--- src/rtl/alu_control_muldiv_if.sv ---
// EX-stage bus between the ID/EX register and alu_control_muldiv: decode fields,
// operands, ALU control outputs, HI/LO read port and stall interlock.
interface alu_control_muldiv_if #(
  parameter int NBITS        = 32,
  parameter int ANBITS       = 6,
  parameter int NBITSCONTROL = 2,
  parameter int ALUOP        = 4
);
  logic                    i_valid;
  logic                    i_flush;
  logic [ANBITS-1:0]       i_Funct;
  logic [ANBITS-1:0]       i_Opcode;
  logic [NBITSCONTROL-1:0] i_ALUOp;
  logic [NBITS-1:0]        i_A;
  logic [NBITS-1:0]        i_B;

  logic [ALUOP-1:0]        o_ALUOp;
  logic                    o_Shamt;
  logic                    o_illegal;
  logic                    o_stall;
  logic                    o_hilo_sel;
  logic [NBITS-1:0]        o_hilo_data;
  logic                    o_busy;
  logic                    o_div_zero;

  modport master (
    output i_valid, i_flush, i_Funct, i_Opcode, i_ALUOp, i_A, i_B,
    input  o_ALUOp, o_Shamt, o_illegal, o_stall, o_hilo_sel, o_hilo_data,
           o_busy, o_div_zero
  );

  modport slave (
    input  i_valid, i_flush, i_Funct, i_Opcode, i_ALUOp, i_A, i_B,
    output o_ALUOp, o_Shamt, o_illegal, o_stall, o_hilo_sel, o_hilo_data,
           o_busy, o_div_zero
  );
endinterface

--- src/rtl/alu_control_muldiv.sv ---
// MIPS EX-stage ALU control with an iterative HI/LO multiply/divide sequencer and stall
// interlock. Define ALU_CTRL_FAST_MULT_EN for a single-cycle registered multiplier.
module alu_control_muldiv #(
  parameter int NBITS        = 32,
  parameter int ANBITS       = 6,
  parameter int NBITSCONTROL = 2,
  parameter int ALUOP        = 4
) (
  input logic                 i_clk,
  input logic                 i_rst_n,
  alu_control_muldiv_if.slave bus
);

  localparam int              W2   = 2 * NBITS;
  localparam int              CW   = $clog2(NBITS);
  localparam logic [CW-1:0]   LAST = CW'(NBITS - 1);

  localparam logic [ALUOP-1:0] OP_AND = ALUOP'(4'b0000);
  localparam logic [ALUOP-1:0] OP_OR  = ALUOP'(4'b0001);
  localparam logic [ALUOP-1:0] OP_ADD = ALUOP'(4'b0010);
  localparam logic [ALUOP-1:0] OP_SLL = ALUOP'(4'b0011);
  localparam logic [ALUOP-1:0] OP_SRL = ALUOP'(4'b0100);
  localparam logic [ALUOP-1:0] OP_SRA = ALUOP'(4'b0101);
  localparam logic [ALUOP-1:0] OP_SUB = ALUOP'(4'b0110);
  localparam logic [ALUOP-1:0] OP_SLT = ALUOP'(4'b0111);
  localparam logic [ALUOP-1:0] OP_NOR = ALUOP'(4'b1100);
  localparam logic [ALUOP-1:0] OP_XOR = ALUOP'(4'b1101);
  localparam logic [ALUOP-1:0] OP_BAD = ALUOP'(4'b1111);

  localparam logic [ANBITS-1:0] F_SLL   = ANBITS'(6'b000000);
  localparam logic [ANBITS-1:0] F_SRL   = ANBITS'(6'b000010);
  localparam logic [ANBITS-1:0] F_SRA   = ANBITS'(6'b000011);
  localparam logic [ANBITS-1:0] F_SLLV  = ANBITS'(6'b000100);
  localparam logic [ANBITS-1:0] F_SRLV  = ANBITS'(6'b000110);
  localparam logic [ANBITS-1:0] F_SRAV  = ANBITS'(6'b000111);
  localparam logic [ANBITS-1:0] F_MFHI  = ANBITS'(6'b010000);
  localparam logic [ANBITS-1:0] F_MTHI  = ANBITS'(6'b010001);
  localparam logic [ANBITS-1:0] F_MFLO  = ANBITS'(6'b010010);
  localparam logic [ANBITS-1:0] F_MTLO  = ANBITS'(6'b010011);
  localparam logic [ANBITS-1:0] F_MULT  = ANBITS'(6'b011000);
  localparam logic [ANBITS-1:0] F_MULTU = ANBITS'(6'b011001);
  localparam logic [ANBITS-1:0] F_DIV   = ANBITS'(6'b011010);
  localparam logic [ANBITS-1:0] F_DIVU  = ANBITS'(6'b011011);
  localparam logic [ANBITS-1:0] F_ADD   = ANBITS'(6'b100000);
  localparam logic [ANBITS-1:0] F_ADDU  = ANBITS'(6'b100001);
  localparam logic [ANBITS-1:0] F_SUB   = ANBITS'(6'b100010);
  localparam logic [ANBITS-1:0] F_SUBU  = ANBITS'(6'b100011);
  localparam logic [ANBITS-1:0] F_AND   = ANBITS'(6'b100100);
  localparam logic [ANBITS-1:0] F_OR    = ANBITS'(6'b100101);
  localparam logic [ANBITS-1:0] F_XOR   = ANBITS'(6'b100110);
  localparam logic [ANBITS-1:0] F_NOR   = ANBITS'(6'b100111);
  localparam logic [ANBITS-1:0] F_SLT   = ANBITS'(6'b101010);

  localparam logic [ANBITS-1:0] OPC_SLTI = ANBITS'(6'b001010);
  localparam logic [ANBITS-1:0] OPC_ANDI = ANBITS'(6'b001100);
  localparam logic [ANBITS-1:0] OPC_ORI  = ANBITS'(6'b001101);
  localparam logic [ANBITS-1:0] OPC_XORI = ANBITS'(6'b001110);

  localparam logic [NBITSCONTROL-1:0] C_ADD = NBITSCONTROL'(2'b00);
  localparam logic [NBITSCONTROL-1:0] C_SUB = NBITSCONTROL'(2'b01);
  localparam logic [NBITSCONTROL-1:0] C_R   = NBITSCONTROL'(2'b10);

  typedef enum logic [1:0] {S_IDLE, S_MUL, S_DIV, S_DONE} state_t;

  state_t           state_q, state_d;
  logic [CW-1:0]    cnt_q;
  logic [W2-1:0]    acc_q;
  logic [NBITS-1:0] opnd_q;
  logic             neg_lo_q, neg_hi_q, is_div_q, dz_q;
  logic [NBITS-1:0] hi_q, lo_q;

  logic [ALUOP-1:0] alu_op;
  logic             illegal, stall;

  // ---------------------------------------------------------------- decode
  logic is_r;
  logic is_mult, is_multu, is_div, is_divu, is_mfhi, is_mthi, is_mflo, is_mtlo, is_mdu;

  assign is_r     = (bus.i_ALUOp == C_R);
  assign is_mult  = is_r && (bus.i_Funct == F_MULT);
  assign is_multu = is_r && (bus.i_Funct == F_MULTU);
  assign is_div   = is_r && (bus.i_Funct == F_DIV);
  assign is_divu  = is_r && (bus.i_Funct == F_DIVU);
  assign is_mfhi  = is_r && (bus.i_Funct == F_MFHI);
  assign is_mthi  = is_r && (bus.i_Funct == F_MTHI);
  assign is_mflo  = is_r && (bus.i_Funct == F_MFLO);
  assign is_mtlo  = is_r && (bus.i_Funct == F_MTLO);
  assign is_mdu   = is_mult | is_multu | is_div | is_divu |
                    is_mfhi | is_mthi | is_mflo | is_mtlo;

  // NOTE: every always_comb output gets a default first, so no path can infer a latch.
  always_comb begin
    alu_op  = OP_BAD;
    illegal = 1'b0;
    case (bus.i_ALUOp)
      C_ADD: alu_op = OP_ADD;
      C_SUB: alu_op = OP_SUB;
      C_R: begin
        case (bus.i_Funct)
          F_ADD, F_ADDU:   alu_op = OP_ADD;
          F_SUB, F_SUBU:   alu_op = OP_SUB;
          F_AND:           alu_op = OP_AND;
          F_OR:            alu_op = OP_OR;
          F_NOR:           alu_op = OP_NOR;
          F_XOR:           alu_op = OP_XOR;
          F_SLT:           alu_op = OP_SLT;
          F_SLL, F_SLLV:   alu_op = OP_SLL;
          F_SRL, F_SRLV:   alu_op = OP_SRL;
          F_SRA, F_SRAV:   alu_op = OP_SRA;
          F_MULT, F_MULTU, F_DIV, F_DIVU,
          F_MFHI, F_MTHI, F_MFLO, F_MTLO: alu_op = OP_BAD;
          default:         illegal = 1'b1;
        endcase
      end
      default: begin
        case (bus.i_Opcode)
          OPC_ANDI: alu_op = OP_AND;
          OPC_ORI:  alu_op = OP_OR;
          OPC_XORI: alu_op = OP_XOR;
          OPC_SLTI: alu_op = OP_SLT;
          default:  illegal = 1'b1;
        endcase
      end
    endcase
  end

  // ------------------------------------------------------- operand prep
  logic             start_mul, start_div, op_signed, a_neg, b_neg;
  logic [NBITS-1:0] a_mag, b_mag;

  assign start_mul = (state_q == S_IDLE) && bus.i_valid && !bus.i_flush && (is_mult || is_multu);
  assign start_div = (state_q == S_IDLE) && bus.i_valid && !bus.i_flush && (is_div || is_divu);
  assign op_signed = is_mult || is_div;
  assign a_neg     = op_signed && bus.i_A[NBITS-1];
  assign b_neg     = op_signed && bus.i_B[NBITS-1];
  assign a_mag     = a_neg ? -bus.i_A : bus.i_A;
  assign b_mag     = b_neg ? -bus.i_B : bus.i_B;

  // ------------------------------------------------------ iteration steps
`ifndef ALU_CTRL_FAST_MULT_EN
  logic [NBITS:0]  mul_sum;
  logic [W2-1:0]   mul_next;
  // Shift-add: low half holds the remaining multiplier bits, high half the partial product.
  assign mul_sum  = {1'b0, acc_q[W2-1:NBITS]} + {1'b0, opnd_q};
  assign mul_next = acc_q[0] ? {mul_sum, acc_q[NBITS-1:1]} : {1'b0, acc_q[W2-1:1]};
`endif

  logic [NBITS:0]  div_rsh, div_diff;
  logic [W2-1:0]   div_next;
  // Restoring divide: high half is the running remainder, low half shifts dividend out
  // and quotient bits in; a borrow in div_diff means the trial subtraction is discarded.
  assign div_rsh  = acc_q[W2-1:NBITS-1];
  assign div_diff = div_rsh - {1'b0, opnd_q};
  assign div_next = div_diff[NBITS] ? {div_rsh[NBITS-1:0], acc_q[NBITS-2:0], 1'b0}
                                    : {div_diff[NBITS-1:0], acc_q[NBITS-2:0], 1'b1};

  // ----------------------------------------------------- sign correction
  logic [W2-1:0]    prod;
  logic [NBITS-1:0] q_mag, r_mag, res_hi, res_lo;

  assign prod   = neg_lo_q ? -acc_q : acc_q;
  assign q_mag  = acc_q[NBITS-1:0];
  assign r_mag  = acc_q[W2-1:NBITS];
  assign res_lo = is_div_q ? (dz_q ? '1 : (neg_lo_q ? -q_mag : q_mag)) : prod[NBITS-1:0];
  assign res_hi = is_div_q ? (neg_hi_q ? -r_mag : r_mag) : prod[W2-1:NBITS];

  // --------------------------------------------------------------- FSM
  // NOTE: sequential state is updated only with non-blocking assignments.
  always_ff @(posedge i_clk or negedge i_rst_n) begin
    if (!i_rst_n) state_q <= S_IDLE;
    else          state_q <= state_d;
  end

  always_comb begin
    state_d = state_q;
    stall   = 1'b0;
    unique case (state_q)
      S_IDLE: begin
        if (start_mul) begin
          state_d = S_MUL;
          stall   = 1'b1;
        end else if (start_div) begin
          state_d = S_DIV;
          stall   = 1'b1;
        end
      end
      S_MUL: begin
        stall = 1'b1;
`ifdef ALU_CTRL_FAST_MULT_EN
        state_d = S_DONE;
`else
        if (cnt_q == LAST) state_d = S_DONE;
`endif
      end
      S_DIV: begin
        stall = 1'b1;
        if (cnt_q == LAST) state_d = S_DONE;
      end
      S_DONE: state_d = S_IDLE;
    endcase
    // A HI/LO consumer arriving while the sequencer is busy waits in EX.
    if (state_q != S_IDLE && bus.i_valid && is_mdu) stall = 1'b1;
    if (bus.i_flush) begin
      state_d = S_IDLE;
      stall   = 1'b0;
    end
  end

  // ------------------------------------------------------------ datapath
  // NOTE: the working registers are reset too so a fresh start never sees stale flags.
  always_ff @(posedge i_clk or negedge i_rst_n) begin
    if (!i_rst_n) begin
      cnt_q    <= '0;
      acc_q    <= '0;
      opnd_q   <= '0;
      neg_lo_q <= 1'b0;
      neg_hi_q <= 1'b0;
      is_div_q <= 1'b0;
      dz_q     <= 1'b0;
    end else begin
      unique case (state_q)
        S_IDLE: begin
          if (start_mul || start_div) begin
            cnt_q    <= '0;
            opnd_q   <= start_mul ? a_mag : b_mag;
            acc_q    <= {{NBITS{1'b0}}, (start_mul ? b_mag : a_mag)};
            neg_lo_q <= a_neg ^ b_neg;
            neg_hi_q <= start_mul ? (a_neg ^ b_neg) : a_neg;
            is_div_q <= start_div;
            dz_q     <= start_div && (bus.i_B == '0);
          end
        end
        S_MUL: begin
`ifdef ALU_CTRL_FAST_MULT_EN
          acc_q <= W2'(opnd_q) * W2'(acc_q[NBITS-1:0]);
`else
          acc_q <= mul_next;
          cnt_q <= cnt_q + 1'b1;
`endif
        end
        S_DIV: begin
          acc_q <= div_next;
          cnt_q <= cnt_q + 1'b1;
        end
        S_DONE: cnt_q <= '0;
      endcase
    end
  end

  always_ff @(posedge i_clk or negedge i_rst_n) begin
    if (!i_rst_n) begin
      hi_q <= '0;
      lo_q <= '0;
    end else if (state_q == S_DONE && !bus.i_flush) begin
      hi_q <= res_hi;
      lo_q <= res_lo;
    end else if (state_q == S_IDLE && bus.i_valid && !bus.i_flush) begin
      if (is_mthi) hi_q <= bus.i_A;
      if (is_mtlo) lo_q <= bus.i_A;
    end
  end

  // -------------------------------------------------------------- outputs
  logic hilo_sel;
  assign hilo_sel = i_rst_n && (state_q == S_IDLE) && bus.i_valid && (is_mfhi || is_mflo);

  assign bus.o_ALUOp     = alu_op;
  assign bus.o_Shamt     = i_rst_n && is_r &&
                           (bus.i_Funct == F_SLL || bus.i_Funct == F_SRL || bus.i_Funct == F_SRA);
  assign bus.o_illegal   = i_rst_n && illegal;
  assign bus.o_stall     = i_rst_n && stall;
  assign bus.o_busy      = (state_q != S_IDLE);
  assign bus.o_hilo_sel  = hilo_sel;
  assign bus.o_hilo_data = hilo_sel ? (is_mfhi ? hi_q : lo_q) : '0;
  assign bus.o_div_zero  = (state_q == S_DONE) && is_div_q && dz_q;

endmodule
--- src/flat_wrapper.sv ---
// flat-port wrapper written by rule: the top's interface ports become plain ports
module alu_control_muldiv_flat 
#(
  parameter int NBITS        = 32,
  parameter int ANBITS       = 6,
  parameter int NBITSCONTROL = 2,
  parameter int ALUOP        = 4
)
  (i_clk, i_rst_n, bus_i_valid, bus_i_flush, bus_i_Funct, bus_i_Opcode, bus_i_ALUOp, bus_i_A, bus_i_B, bus_o_ALUOp, bus_o_Shamt, bus_o_illegal, bus_o_stall, bus_o_hilo_sel, bus_o_hilo_data, bus_o_busy, bus_o_div_zero);
  alu_control_muldiv_if #(.NBITS(NBITS), .ANBITS(ANBITS), .NBITSCONTROL(NBITSCONTROL), .ALUOP(ALUOP)) bus_i ();
  input logic i_clk;
  input logic i_rst_n;
  input wire logic [$bits(bus_i.i_valid)-1:0] bus_i_valid;
  input wire logic [$bits(bus_i.i_flush)-1:0] bus_i_flush;
  input wire logic [$bits(bus_i.i_Funct)-1:0] bus_i_Funct;
  input wire logic [$bits(bus_i.i_Opcode)-1:0] bus_i_Opcode;
  input wire logic [$bits(bus_i.i_ALUOp)-1:0] bus_i_ALUOp;
  input wire logic [$bits(bus_i.i_A)-1:0] bus_i_A;
  input wire logic [$bits(bus_i.i_B)-1:0] bus_i_B;
  output wire logic [$bits(bus_i.o_ALUOp)-1:0] bus_o_ALUOp;
  output wire logic [$bits(bus_i.o_Shamt)-1:0] bus_o_Shamt;
  output wire logic [$bits(bus_i.o_illegal)-1:0] bus_o_illegal;
  output wire logic [$bits(bus_i.o_stall)-1:0] bus_o_stall;
  output wire logic [$bits(bus_i.o_hilo_sel)-1:0] bus_o_hilo_sel;
  output wire logic [$bits(bus_i.o_hilo_data)-1:0] bus_o_hilo_data;
  output wire logic [$bits(bus_i.o_busy)-1:0] bus_o_busy;
  output wire logic [$bits(bus_i.o_div_zero)-1:0] bus_o_div_zero;
  assign bus_i.i_valid = bus_i_valid;
  assign bus_i.i_flush = bus_i_flush;
  assign bus_i.i_Funct = bus_i_Funct;
  assign bus_i.i_Opcode = bus_i_Opcode;
  assign bus_i.i_ALUOp = bus_i_ALUOp;
  assign bus_i.i_A = bus_i_A;
  assign bus_i.i_B = bus_i_B;
  assign bus_o_ALUOp = bus_i.o_ALUOp;
  assign bus_o_Shamt = bus_i.o_Shamt;
  assign bus_o_illegal = bus_i.o_illegal;
  assign bus_o_stall = bus_i.o_stall;
  assign bus_o_hilo_sel = bus_i.o_hilo_sel;
  assign bus_o_hilo_data = bus_i.o_hilo_data;
  assign bus_o_busy = bus_i.o_busy;
  assign bus_o_div_zero = bus_i.o_div_zero;
  alu_control_muldiv #(.NBITS(NBITS), .ANBITS(ANBITS), .NBITSCONTROL(NBITSCONTROL), .ALUOP(ALUOP)) u_core (.i_clk(i_clk), .i_rst_n(i_rst_n), .bus(bus_i));
endmodule
--- config.mk ---
export PLATFORM = sky130hd
export DESIGN_NAME = alu_control_muldiv_flat
export DESIGN_NICKNAME = d
export VERILOG_FILES = /design/src/rtl/alu_control_muldiv_if.sv /design/src/rtl/alu_control_muldiv.sv /design/src/flat_wrapper.sv
export SDC_FILE = /design/constraint.sdc
export NUM_CORES = 1
export LEC_CHECK = 0
export ABC_AREA = 1
export BUFFER_PORTS_ARGS = -buffer_cell sky130_fd_sc_hd__buf_2
export CORE_MARGIN = 8
export CORE_UTILIZATION = 45
export CTS_BUF_LIST = sky130_fd_sc_hd__clkbuf_16
export DETAILED_ROUTE_END_ITERATION = 10
export PLACE_DENSITY_LB_ADDON = 0.05
export SETUP_SLACK_MARGIN = 0.02
export SYNTH_ARGS = -nofsm -noshare
export SYNTH_HDL_FRONTEND = slang
export SYNTH_SLANG_ARGS = --single-unit
--- constraint.sdc ---
create_clock -name i_clk -period 2.3 [get_ports i_clk]
set_input_delay 0.115 -clock i_clk [delete_from_list [all_inputs] [get_ports i_clk]]
set_output_delay 0.115 -clock i_clk [all_outputs]
set_load 0.005 [all_outputs]
; ---- Yosys cells after proc, flatten, opt, wreduce, memory -nomap -nowiden
; Cells that the tools add are included.
[classes]
shifts = 0
div_mod_pow = 0
eq_ne = 35
multipliers = 0
magnitude_cmp = 0
bitwise = 8
n_reduce_logical = 58
n_addsub = 8
muxes = 41
[ops]
columns = operator, n
row1 = 2-to-1 mux 32 bit, 17
row2 = 2-to-1 mux 64 bit, 4
row3 = one-hot mux 64 bit (3 select lines), 1
row4 = negator 32 bit, 4
row5 = negator 64 bit, 1
row6 = equality test 6 bit (second input constant), 9
row7 = equality test 6 x 5 -> 1 bit (second input constant), 8
row8 = one-hot mux 4 bit (10 select lines), 1
row9 = adder 32 x 32 -> 33 bit, 1
row10 = subtractor 33 x 32 -> 33 bit, 1
row11 = logical NOT 32 bit, 1
row12 = logical AND 1 bit, 27
row13 = equality test 6 x 4 -> 1 bit (second input constant), 4
row14 = OR reduction 23 bit, 1
row15 = equality test 6 x 3 -> 1 bit (second input constant), 3
row16 = one-hot mux 4 bit (4 select lines), 1
row17 = one-hot mux 5 bit (3 select lines), 1
row18 = OR reduction 2 bit, 7
row19 = equality test 6 x 2 -> 1 bit (second input constant), 2
row20 = one-hot mux 4 bit (3 select lines), 1
row21 = AND reduction 2 bit, 5
row22 = 2-to-1 mux 2 bit, 4
row23 = nonzero test 2 bit, 4
row24 = logical OR 1 bit, 7
row25 = 18 further kinds, 35
[word_totals]
output_inout_bits = 42
rom_bits = 0
ff_bits = 171
mem_count = 0
ramBits = 0
word_cells = 160
latchBits = 0
in_bits = 82

; ---- Longest topological paths before layout
[depth]
ltp_word = 13
depth_mapped = 20
ltp_nobuf = 19

; ---- Worst setup path before layout
; Ideal clock, no wire load.
[synth_path]
kind = register to register
start = register u_core.acc_q[31]
end = register u_core.acc_q[33]
required_ns = 2.183
path_slack_ns = -0.067
setup_time_ns = 0.117
path_buffers = 2
synth_period_minus_slack_ns = 2.367
arrival_ns = 2.251
path_stages_with_launch = 20
cell_sequence = dfrtp_1 inv_1 ha_1 fa_1 inv_1 nand2_1 nand2_1 nand3_1 nand2_2 nand2_2 nand2_2 nand2_2 nand3_2 buf_6 buf_6 nand3_2 nand3_1 nand2_1 nand2_1 nand2_1
[synth_via]
elab_chain_cells = 3
[synth_rtl]
columns = element, line_no
row1 = from (decl), alu_control_muldiv.sv:67  ; logic [W2-1:0] acc_q;
row2 = from (signal assigned), alu_control_muldiv.sv:226  ; acc_q <= {{NBITS{1'b0}}, (start_mul ? b_mag : a_mag)};
row3 = from (signal assigned), alu_control_muldiv.sv:237  ; acc_q <= mul_next;
row4 = from (signal assigned), alu_control_muldiv.sv:242  ; acc_q <= div_next;
row5 = subtractor 33 x 32 -> 33 bit, alu_control_muldiv.sv:153  ; assign div_diff = div_rsh - {1'b0, opnd_q};
row6 = 2-to-1 mux 64 bit, alu_control_muldiv.sv:154  ; assign div_next = div_diff[NBITS] ? {div_rsh[NBITS-1:0], acc_q[NBITS-2:0], 1'b0}
row7 = one-hot mux 64 bit (3 select lines), alu_control_muldiv.sv:221  ; unique case (state_q)
; No other way between the ends.
; A chain may end at the register's enable or synchronous reset.

; ---- Worst setup path after layout
[layout_path]
start = register u_core.opnd_q[0]
end = register u_core.acc_q[58]
[layout_via]
elab_chain_cells = 3
word_cells_on_any_way = 5
classes_between = 2 x add/sub / 3 x mux
[layout_rtl]
columns = element, line_no
row1 = from (decl), alu_control_muldiv.sv:68  ; logic [NBITS-1:0] opnd_q;
row2 = from (signal assigned), alu_control_muldiv.sv:225  ; opnd_q <= start_mul ? a_mag : b_mag;
row3 = subtractor 33 x 32 -> 33 bit or adder 32 x 32 -> 33 bit (tied branches), "alu_control_muldiv.sv:153, alu_control_muldiv.sv:144"
row4 = 2-to-1 mux 64 bit (on tied branches), "alu_control_muldiv.sv:154, alu_control_muldiv.sv:145"
row5 = one-hot mux 64 bit (3 select lines) (*), alu_control_muldiv.sv:221
; Mark *: on every way between the ends. The rest lies on a longest branch, timed or not.

==> run_results.csv <==
group,metric,value,unit
synthesis,async_flop_share,1.00,
worst_setup_path,crit_chain,"ha_4, fa_2, inv_2, nand2_2, nand2_4, nand3_2, nand2_2, nand2_2, nand2_4, nand2_4, nand2_4, nand2_4, nand2_8, buf_12, buf_16, nand2_2, nand3_2, nand2_1, nand2_1, nand2_1",
synthesis,synth_mux_area_frac,0,
worst_setup_path,cp_data_required_time,2.68,ns
cts,cts_max_level,4,
worst_setup_path,reg2regPathDepth,20,
synthesis,synthFlopType,"dfrtp_1",
synthesis,synth_top_family_by_area,"simple AND/OR/NAND/NOR gates",
power,seqPwrFrac,0.161,
synthesis,synth_xor_xnor_area_share,0.0291,
detailed_routing,ant_nets,0,
floorplanning,core_area,43000,sq um
grt,antenna_found_initial,5,
status,status,"complete, but fails checks",
cells_and_area,drive_gt1_frac,0.251,
cts,clockBufferDepth,2,
detailed_routing,drc,0,
worst_setup_path,cp_common_cell,"nand2_4",
timing,rsz0062_at_grt,"yes",
floorplanning,fp.dieArea,50400,sq um
power,combPwrFrac,0.751,
min_path,hold_start,"bus_i_A[4]",
cells_and_area,area_growth_syn_to_layout,33.9,%
detailed_routing,drt-total-wl,101000,um
power,powerDensity,1260,nW/um^2
synthesis,yosys_warnings,0,
timing,setup_viol,40,
cells_and_area,finalNonFillerCells,4488,
cts,root_buffer,"clkbuf_16",
synthesis,yosys.area_share.adder,0.0501,
min_path,whs_path_depth,3,
place,io_buffers,123,
place,place.gp.congestion,1.09,
grt,grt_start_max_net_pins,108,
floorplanning,die_width,224,um
floorplanning,fp.dieH,224,um
timing,fin_skew,0.0144,ns
worst_setup_path,rrSetupSlack,-0.20,ns
status,violations,"setup timing",
place,place_hpwl,80800,um
cells_and_area,postLayoutCoreUtil,0.609,
power,switchingPower,18.1,mW
detailed_routing,first_iter_violations,3709,
cells_and_area,fin_nets,4048,
worst_setup_path,end_kind,"flop",
power,p_sw_frac,0.547,
synthesis,seq_area_frac_synth,0.219,
cts,path_clk_slew,0.08,ns
timing,fmax,0.401,GHz
timing,hold_slack,0.0523,ns
worst_setup_path,crit_slowest_cell,"dfrtp_1",
timing,relSlewSlack,0.455,
synthesis,synth-compound-area-share,0.171,
synthesis,synthCells,3391,
synthesis,synthSimpleGateAreaFrac,0.414,
detailed_routing,num_vias,26300,
timing,layout_setup_ws,-0.196,ns
cts,insertion_delay,0.49,ns
floorplanning,placementRows,76,
floorplanning,start_util,0.455,
floorplanning,ios,124,
power,internal_power,15.0,mW
detailed_routing,routedWlPerCell,22.5,um
cts,clock-sinks,171,
grt,grt_pass1_vias,24200,
worst_setup_path,timing_worst_setup_path_type,"reg2reg",
flow_run,maxCapViolCount,0,
timing,hold_viol,0,
synthesis,syn_area,19500,sq um
cts,tritoncts,"done",
cells_and_area,nFillCells,4211,
min_path,hold_path_end,"u_core.lo_q[4]$_DFFE_PN0P_",
grt,track_usage,0.388,
cts,cts_buffers,17,
synthesis,syn-mean-instance-area,5.76,sq um
worst_setup_path,r2r_start,"u_core.opnd_q[0]$_DFFE_PN0P_",
power,ir_drop,1.03,mV
grt,grt_remaining_overflow,0,
worst_setup_path,r2r-end,"u_core.acc_q[58]$_DFFE_PN0P_",
cells_and_area,final_cell_area,26200,sq um
synthesis,synth_edf_count,0,
worst_setup_path,crit_arrival,2.88,ns
timing,maxSlewViolCount,0,
power,p_leak,13.6,nW
detailed_routing,vias_per_cell,5.85,
timing,worst_slew_pin_slew,0.817,ns
worst_setup_path,cp_slowest_stage_delay,0.43,ns
synthesis,synth-seq-cells,171,
synthesis,ys_types,55,
place,place_area,23700,sq um
power,power,33.1,mW
worst_setup_path,cp-start-kind,"flop",
synthesis,synth_nets,3550,
worst_setup_path,crit_fanout,5,
detailed_routing,dr.pass1.iters,6,
place,dp.cells,4398,
timing,period_share,1.09,
timing,finalCriticalPeriod,2.50,ns
grt,grt_pass1_wl,148000,um
power,p_clk_frac,0.088,
min_path,hold_class,"in2reg",
[kinds of logic after synthesis]
group / after synthesis
flops: 171
xor+xnor: 65
compound gates: 586
simple gates: 1912
buf+inv: 580
fa+ha+maj: 77
[how the worst max path moves through the flow]
stage	slack, ns	startpoint	to
finish	-0.20	u_core.opnd_q[0]$_DFFE_PN0P_	u_core.acc_q[58]$_DFFE_PN0P_
global route	-0.31	u_core.opnd_q[0]$_DFFE_PN0P_	u_core.acc_q[61]$_DFFE_PN0P_
CTS	-0.16	u_core.opnd_q[0]$_DFFE_PN0P_	u_core.acc_q[39]$_DFFE_PN0P_
detailed placement	-0.25	u_core.acc_q[32]$_DFFE_PN0P_	u_core.acc_q[49]$_DFFE_PN0P_
global placement	-0.26	u_core.acc_q[32]$_DFFE_PN0P_	u_core.acc_q[49]$_DFFE_PN0P_
floorplan	0.03	u_core.acc_q[31]$_DFFE_PN0P_	u_core.acc_q[33]$_DFFE_PN0P_
[worst max-delay path: cells and delay by family, from the launching register on]
kind | cells | cell delay (ns)
flip-flops | 1 | 0.43
adder cells (fa/ha/maj) | 2 | 0.56
buffers and inverters | 3 | 0.32
AND/OR/NAND/NOR | 15 | 1.05
[area by class of cell]
type,instances,area (sq um),share of cell area
diodes,2,5.00,0.000191
clock buffers,17,425,0.0163
clock inverters,14,113,0.00430
repair buffers,598,4550,0.174
inverters,461,1750,0.0667
flip-flops and latches,171,4300,0.164
well taps,585,732,0.0280
multi-input cells,2640,14300,0.546
[synth_stat cells, drive strengths merged, types with 38 or more instances]
cell | instances | area (sq um)
a21oi | 230 | 1170
xor2 | 50 | 438
o21ai | 183 | 935
nand4 | 43 | 284
o211ai | 63 | 473
buf | 58 | 317
inv | 454 | 1700
ha | 75 | 938
nand3 | 328 | 1700
o22ai | 59 | 369
nor2 | 355 | 1420
clkbuf | 61 | 229
nor3 | 38 | 206
dfrtp | 171 | 4280
nand2 | 1109 | 4220
[through the flow]
step,setup WS (ns),setup TNS (ns)
after floorplan,0.0275,0
after global placement,-0.258,-6.43
after detailed placement,-0.253,-6.46
after CTS,-0.163,-4.37
after global routing,-0.309,-9.69
final,-0.196,-4.75
[power groups by stage]
stage / registers [mW] / logic (mW) / clock network, mW
2_1_floorplan: 4.98 / 12.2 / 0
5_1_grt: 5.39 / 26.7 / 3.02
3_3_place_gp: 5.12 / 21.5 / 0
3_5_place_dp: 5.18 / 21.7 / 0
4_1_cts: 5.13 / 22.6 / 2.92
6_report: 5.33 / 24.9 / 2.91
[flip-flops by register name (all words and copies together), names as in the netlist]
signal	cells
u_core.acc_q	64
u_core.cnt_q	5
u_core.dz_q	1
u_core.hi_q	32
u_core.is_div_q	1
u_core.lo_q	32
u_core.neg_hi_q	1
u_core.neg_lo_q	1
u_core.opnd_q	32
u_core.state_q	2
[cells in the final DEF, fill, tap and decap left out, drive strengths merged, types with 3 or more instances in the layout]
cell type and count:
a21o 3, a21oi 230, a22oi 7, buf 589, clkbuf 18, clkinv 12, clkinvlp 3, dfrtp 171
dlygate4sd3 8, ha 75, inv 460, nand2 1109, nand3 328, nand3b 17, nand4 43, nor2 355
nor3 38, nor4 6, o211ai 63, o21ai 183, o21bai 21, o221ai 8, o22ai 59, o31ai 4
or2 10, xnor2 15, xor2 50
[routing by layer]
layer | wire, um | share of wire | track usage | up-vias
met5 | 61 | 0.00060 | 0 | -
met4 | 5850 | 0.058 | 0.194 | 8
met3 | 13300 | 0.13 | 0.125 | 286
met2 | 40900 | 0.40 | 0.546 | 1717
met1 | 41100 | 0.41 | 0.526 | 12200
li1 | - | - | - | 12000
[what timing repair did]
item,4_1_cts,5_1_grt
buffers inserted,18,29
endpoints found under the hold margin,177,0
gates cloned,5,1
endpoints found under the setup margin,75,93
pin swaps,22,38
gates resized for setup,121,260
hold buffers,8,0
No activity file was read; power rests on OpenSTA's default activity.
